File: src/rtl/cb_op_sequencer.sv
// CB-prefix opcode sequencer: operand fetch, bit-op unit drive, register/memory write-back, flag update.
// Optional macro CB_TIMING_PAD_EN stretches completion to fixed per-class cycle counts.
//
// state  | meaning
// IDLE   | waiting for start, inputs latched on start
// RREAD  | capture register operand
// MRD    | memory read of (HL), wait for mem_ack
// EXEC   | capture bit-op result and flags
// RWB    | register write-back strobe
// MWR    | memory write of (HL), wait for mem_ack
// PAD    | completion held back until the pad counter expires
// DONE   | done pulse and flag write strobe

module cb_op_sequencer #(
    parameter int PAD_REG    = 8,
    parameter int PAD_HL_BIT = 12,
    parameter int PAD_HL_RMW = 16
) (
    input  logic        clk,
    input  logic        rst_n,
    input  logic        start,
    input  logic [7:0]  opcode,
    input  logic [3:0]  flags_in,
    input  logic [15:0] hl_addr,
    output logic        busy,
    output logic        done,
    output logic [4:0]  alu_op,
    output logic [7:0]  alu_in,
    output logic        alu_c_in,
    input  logic [7:0]  alu_out,
    input  logic        alu_c,
    input  logic        alu_z,
    input  logic        alu_h,
    output logic [2:0]  reg_rd_idx,
    input  logic [7:0]  reg_rd_data,
    output logic        reg_wr_en,
    output logic [2:0]  reg_wr_idx,
    output logic [7:0]  reg_wr_data,
    output logic        mem_req,
    output logic        mem_we,
    output logic [15:0] mem_addr,
    output logic [7:0]  mem_wdata,
    input  logic [7:0]  mem_rdata,
    input  logic        mem_ack,
    output logic        flags_wr_en,
    output logic [3:0]  flags_out
);

    typedef enum logic [2:0] {
        S_IDLE,
        S_RREAD,
        S_MRD,
        S_EXEC,
        S_RWB,
        S_MWR,
        S_PAD,
        S_DONE
    } state_t;

    state_t      r_state;
    logic [7:0]  r_opcode;
    logic        r_carry;
    logic [15:0] r_addr;
    logic [7:0]  r_operand;
    logic [7:0]  r_result;
    logic [3:0]  r_flags;
    logic        r_done;
    logic        r_flags_wr_en;
    logic        r_reg_wr_en;
    logic        r_mem_req;
    logic        r_mem_we;

    logic        w_is_hl;
    logic        w_is_rot;
    logic        w_is_bit;
    logic        w_flags_class;
    logic        w_pad_ok;
    logic        w_unused;

    assign w_is_hl       = (r_opcode[2:0] == 3'd6);
    assign w_is_rot      = (r_opcode[7:6] == 2'b00);
    assign w_is_bit      = (r_opcode[7:6] == 2'b01);
    assign w_flags_class = ~r_opcode[7];

    // The bit-op unit's half-carry is never needed: H is constant per op class.
    assign w_unused = alu_h;

`ifdef CB_TIMING_PAD_EN
    logic [7:0] r_pad_cnt;

    // Remaining cycles until the earliest allowed DONE cycle, loaded at T0.
    function automatic logic [7:0] pad_load(input logic [7:0] op);
        if (op[2:0] != 3'd6)
            return 8'(PAD_REG - 1);
        else if (op[7:6] == 2'b01)
            return 8'(PAD_HL_BIT - 1);
        else
            return 8'(PAD_HL_RMW - 1);
    endfunction

    assign w_pad_ok = (r_pad_cnt <= 8'd1);
`else
    logic [31:0] w_unused_pad;

    assign w_unused_pad = 32'(PAD_REG + PAD_HL_BIT + PAD_HL_RMW);
    assign w_pad_ok     = 1'b1;
`endif

    always_ff @(posedge clk or negedge rst_n) begin
        if (!rst_n) begin
            r_state       <= S_IDLE;
            r_opcode      <= 8'h00;
            r_carry       <= 1'b0;
            r_addr        <= 16'h0000;
            r_operand     <= 8'h00;
            r_result      <= 8'h00;
            r_flags       <= 4'h0;
            r_done        <= 1'b0;
            r_flags_wr_en <= 1'b0;
            r_reg_wr_en   <= 1'b0;
            r_mem_req     <= 1'b0;
            r_mem_we      <= 1'b0;
`ifdef CB_TIMING_PAD_EN
            r_pad_cnt     <= 8'd0;
`endif
        end else begin
            r_done        <= 1'b0;
            r_flags_wr_en <= 1'b0;
            r_reg_wr_en   <= 1'b0;
`ifdef CB_TIMING_PAD_EN
            if (r_pad_cnt != 8'd0)
                r_pad_cnt <= r_pad_cnt - 8'd1;
`endif
            case (r_state)
                S_IDLE: begin
                    if (start) begin
                        r_opcode <= opcode;
                        r_carry  <= flags_in[0];
                        r_flags  <= flags_in;
                        r_addr   <= hl_addr;
`ifdef CB_TIMING_PAD_EN
                        r_pad_cnt <= pad_load(opcode);
`endif
                        if (opcode[2:0] == 3'd6) begin
                            r_state   <= S_MRD;
                            r_mem_req <= 1'b1;
                            r_mem_we  <= 1'b0;
                        end else begin
                            r_state <= S_RREAD;
                        end
                    end
                end
                S_RREAD: begin
                    r_operand <= reg_rd_data;
                    r_state   <= S_EXEC;
                end
                S_MRD: begin
                    if (mem_ack) begin
                        r_operand <= mem_rdata;
                        r_mem_req <= 1'b0;
                        r_state   <= S_EXEC;
                    end
                end
                S_EXEC: begin
                    r_result <= alu_out;
                    if (w_is_rot)
                        r_flags <= {alu_z, 1'b0, 1'b0, alu_c};
                    else if (w_is_bit)
                        r_flags <= {alu_z, 1'b0, 1'b1, r_carry};

                    if (w_is_bit) begin
                        if (w_pad_ok) begin
                            r_state       <= S_DONE;
                            r_done        <= 1'b1;
                            r_flags_wr_en <= 1'b1;
                        end else begin
                            r_state <= S_PAD;
                        end
                    end else if (w_is_hl) begin
                        r_state   <= S_MWR;
                        r_mem_req <= 1'b1;
                        r_mem_we  <= 1'b1;
                    end else begin
                        r_state     <= S_RWB;
                        r_reg_wr_en <= 1'b1;
                    end
                end
                S_RWB: begin
                    if (w_pad_ok) begin
                        r_state       <= S_DONE;
                        r_done        <= 1'b1;
                        r_flags_wr_en <= w_flags_class;
                    end else begin
                        r_state <= S_PAD;
                    end
                end
                S_MWR: begin
                    if (mem_ack) begin
                        r_mem_req <= 1'b0;
                        r_mem_we  <= 1'b0;
                        if (w_pad_ok) begin
                            r_state       <= S_DONE;
                            r_done        <= 1'b1;
                            r_flags_wr_en <= w_flags_class;
                        end else begin
                            r_state <= S_PAD;
                        end
                    end
                end
                S_PAD: begin
                    if (w_pad_ok) begin
                        r_state       <= S_DONE;
                        r_done        <= 1'b1;
                        r_flags_wr_en <= w_flags_class;
                    end
                end
                S_DONE: begin
                    r_state <= S_IDLE;
                end
                default: begin
                    r_state <= S_IDLE;
                end
            endcase
        end
    end

    // Group 00 selects the rotate/shift/swap variant with opcode[5:3]; other groups carry their class bits.
    assign alu_op      = {r_opcode[7:6], r_opcode[5:3]};
    assign alu_in      = r_operand;
    assign alu_c_in    = r_carry;

    assign busy        = (r_state != S_IDLE);
    assign done        = r_done;
    assign flags_wr_en = r_flags_wr_en;
    assign flags_out   = r_flags;

    assign reg_rd_idx  = r_opcode[2:0];
    assign reg_wr_en   = r_reg_wr_en;
    assign reg_wr_idx  = r_opcode[2:0];
    assign reg_wr_data = r_result;

    assign mem_req     = r_mem_req;
    assign mem_we      = r_mem_we;
    assign mem_addr    = r_addr;
    assign mem_wdata   = r_result;

endmodule

File: config.mk
export PLATFORM = sky130hd
export DESIGN_NAME = cb_op_sequencer
export DESIGN_NICKNAME = d
export VERILOG_FILES = /design/src/rtl/cb_op_sequencer.sv
export SDC_FILE = /design/constraint.sdc
export NUM_CORES = 1
export LEC_CHECK = 0
export BUFFER_PORTS_ARGS = -buffer_cell sky130_fd_sc_hd__buf_2
export CORE_UTILIZATION = 40
export CTS_BUF_LIST = sky130_fd_sc_hd__clkbuf_4
export CTS_CLUSTER_DIAMETER = 30
export DETAILED_ROUTE_END_ITERATION = 10
export GPL_TIMING_DRIVEN = 0
export HOLD_SLACK_MARGIN = 0.05
export PLACE_DENSITY = 0.72
export RECOVER_POWER = 100
export SLEW_MARGIN = 20
export SYNTH_ARGS = -nofsm -noshare
export SYNTH_HDL_FRONTEND = slang
export SYNTH_SLANG_ARGS = --single-unit
File: constraint.sdc
create_clock -name clk -period 5.3 [get_ports clk]
set_clock_uncertainty 0.05 [all_clocks]
set_input_delay 0.265 -clock clk [delete_from_list [all_inputs] [get_ports clk]]
set_output_delay 0.265 -clock clk [all_outputs]
set_load 0.005 [all_outputs]
==> metrics.txt <==
number of antenna violations at the first check in global routing=0; worst setup path startpoint=rst_n; number of DRC violations after detailed routing=0; status=complete, but fails checks; drt initial violations=43; peak fanout along the critical path=53; Peak supply drop=0.000251 V; initial cell density of the core=42.2%; data required time of the critical path=5150 ps; Core Rows=27; Reg-to-Reg End=r_opcode[3]; Yosys top cell area share=56.4%; largest net degree at the start of global routing=54; last weighted congestion value of the routability-driven placer=0.841; Slew Viols, Final=64; wire length per cell after detailed routing=12.4 um; HPWL reported at the end of detailed placement=3.76 mm; critical-path cell with the highest stage delay=sky130_fd_sc_hd__clkbuf_1; Synth warnings=0; final-report setup violation count=0; delay contributed by the slowest stage of the critical path=1970 ps; final std cells w/o fill=423; root buffer cell=sky130_fd_sc_hd__clkbuf_4; detailed-route vias per instance=4.83; setup slack at placement=3430 ps; Sink Count=53; total of flip-flops plus latches after synthesis=53; hold slack final=71.4 ps; startpoint of the tightest hold check path=hl_addr[12]; Leakage Power=1.55 nW; fraction of final layout cells with drive strength greater than 1=39.9%; violations in the final reports=capacitance limit, slew limit; sum of negative setup slack=0 ps; Port-buffer cells=119; TritonCTS clock tree=yes; areal power density over the cells=529 nW/um^2; worst-case clock buffer depth=2; sequential cell area fraction in the yosys report=56.4%; number of iterations in the first detailed-routing pass=6; post-CTS sizing=0; Worst Setup Start Kind=input pin; arrival time at the worst endpoint=2810 ps; number of placed instances with taps included=399; Total Routed Length=5.23 mm; RSZ-0062 raised after global routing=no; number of nets produced by synthesis=267; Synth Cell Area=2350 um^2; number of max-cap violations=2; crit path buf inv count=2; Total Nets Final=410; Peak Freq=337 MHz; area of the placeable core=5570 um^2; number of stages on the worst hold path=2; overall die area=6190 um^2; share of the clock period used by the worst path=55.9%; cells on worst reg2reg path=3; clock transition at the register clock pins on the worst setup and hold paths after CTS=140 ps; register-to-register setup slack=2340 ps; die extent in y=78.7 um; final hold violation count=0; category of the worst setup path capture point=asynchronous set/reset pin; Syn-to-layout area delta=35.3%; latest clock arrival within the worst-skew pair=370 ps; Hold/Removal Path Class=input pin to register; via count of the first global-routing pass=1,930; setup slack after layout=2340 ps; series of cell instances along the critical path=dlygate4sd3_1 > clkbuf_1; min Tclk post-route=2960 ps; post-synthesis instance total=208; Area contributors post-synth=sky130_fd_sc_hd__dfrtp_1 56%, sky130_fd_sc_hd__mux2_2 12%, sky130_fd_sc_hd__nand2_1 5.7%; total grt overflow=0; level count of the clock H-tree=2; per-instance average area after synthesis=11.3 um^2; number of I/O pins=121; Die X=78.7 um; wire length of the first global-routing pass=8.25 mm; Unique masters post-synth=28; antenna violation net count after detailed routing=0; actual transition at the worst max-transition pin=2790 ps; Hold Path End=mem_addr[12]; total global-route track usage=17.2%; cell family with most CP delay=buffers and inverters; critical path class=input pin to asynchronous set/reset pin; antenna cells=0; biggest area consumer among synthesized cells=sky130_fd_sc_hd__dfrtp_1; via count=2,041; Max transition margin=-86.2%; clock buffer count from CTS=5; Reg-to-Reg Start=r_state[2]
[worst reg2reg max path, stage by stage (launching register included)]
cell and delay, ps:
sky130_fd_sc_hd__dfrtp_1 480, sky130_fd_sc_hd__nor4b_1 1410, sky130_fd_sc_hd__clkbuf_1 510, sky130_fd_sc_hd__mux2_2 400
[layout make-up]
class | count | area, um^2
inverter | 5 | 18.8
clock buffer | 5 | 37.5
timing repair buffer | 136 | 736
tap | 72 | 90.1
clock inverter | 2 | 11.3
buffer | 19 | 114
fill | 496 | 2390
sequential | 53 | 1330
multi-input combinational | 131 | 850
[cells in the final DEF, fill, tap and decap left out]
master                           n
sky130_fd_sc_hd__a22oi_1         1
sky130_fd_sc_hd__nand2_1        36
sky130_fd_sc_hd__a21oi_1        14
sky130_fd_sc_hd__nor4b_1         1
sky130_fd_sc_hd__dfrtp_1        53
sky130_fd_sc_hd__inv_1           4
sky130_fd_sc_hd__a21o_1          1
sky130_fd_sc_hd__nor3_1          2
sky130_fd_sc_hd__a311oi_1        1
sky130_fd_sc_hd__dlygate4sd3_1  17
sky130_fd_sc_hd__inv_2           1
sky130_fd_sc_hd__nor3_4          1
sky130_fd_sc_hd__nor2_1         16
sky130_fd_sc_hd__clkbuf_1       31
sky130_fd_sc_hd__o221ai_1        1
sky130_fd_sc_hd__clkinvlp_4      1
sky130_fd_sc_hd__a211oi_1        3
sky130_fd_sc_hd__nand4b_1        1
sky130_fd_sc_hd__o21ai_0         9
sky130_fd_sc_hd__buf_2          96
sky130_fd_sc_hd__clkinv_1        1
sky130_fd_sc_hd__mux2i_1        10
sky130_fd_sc_hd__a31oi_1         1
sky130_fd_sc_hd__mux2_2         25
sky130_fd_sc_hd__nand3_1         2
sky130_fd_sc_hd__o31ai_1         1
sky130_fd_sc_hd__clkbuf_4       16
sky130_fd_sc_hd__nand3b_1        3
sky130_fd_sc_hd__nand2b_1        2
[stage by stage]
stage               total power [mW]  utilization [%]  instance area [um^2]
floorplan                       1.22                -                  2350
global placement                1.55             54.5                  3040
detailed placement              1.57             54.5                  3040
CTS                             1.76             58.1                  3240
global route                    1.84             57.1                  3180
finish                          1.68             57.1                  3180
[state kept, by name, indices dropped and copies added (netlist names), 3 cells and up]
name / flops
mem_addr: 16
alu_in: 8
mem_wdata: 8
r_opcode: 8
flags_out: 4
r_state: 3
[report_power, final]
part	total (mW)	leakage, nW	switching, mW	internal [mW]
combinational	0.788	0.889	0.386	0.402
clock	0.169	0.0247	0.121	0.0479
sequential	0.727	0.639	0.125	0.602
total	1.68	1.55	0.632	1.05
[logic make-up (layout without fill, tap and decap cells)]
family	count (synthesis)	count (layout)	synth area share (%)
DFF	53	53	56.4
and+or+nand+nor	64	64	12.7
muxes	35	35	16.2
buffers and inverters	24	167	6.60
AOI/OAI and AO/OA	32	32	8.09
[per-layer routing]
layer  GRT usage (%)  vias to the layer above  wire [um]
li1                -                      987          -
met1            19.7                      962       2200
met2            30.9                       82       2590
met3            4.42                       10        349
met4            5.74                        0         78
met5               0                        -          0
[synthesized netlist by cell type, drive strengths merged]
cell and count:
a211oi 3, a21o 1, a21oi 14, a22oi 1, a311oi 1, a31oi 1
buf 18, clkbuf 1, dfrtp 53, inv 5, mux2 25, mux2i 10
nand2 36, nand2b 2, nand3 2, nand3b 3, nand4b 1, nor2 16
nor3 3, nor4b 1, o21ai 9, o221ai 1, o31ai 1
[how the worst max path moves through the flow]
stage | slack [ps] | to | cells after the start
4_1_cts | 3410 | r_opcode[2] | 3
3_3_place_gp | 3430 | r_opcode[4] | 3
2_1_floorplan | 3630 | mem_addr[13] | 3
5_1_grt | 1770 | mem_wdata[4] | 2
3_5_place_dp | 3430 | mem_addr[7] | 3
6_report | 2340 | mem_wdata[3] | 2
[repair_timing]
item,4_1_cts,5_1_grt
hold buffers,15,2
hold endpoints to repair,67,2
buffers inserted,0,0
(Power assumes the default switching activity.)
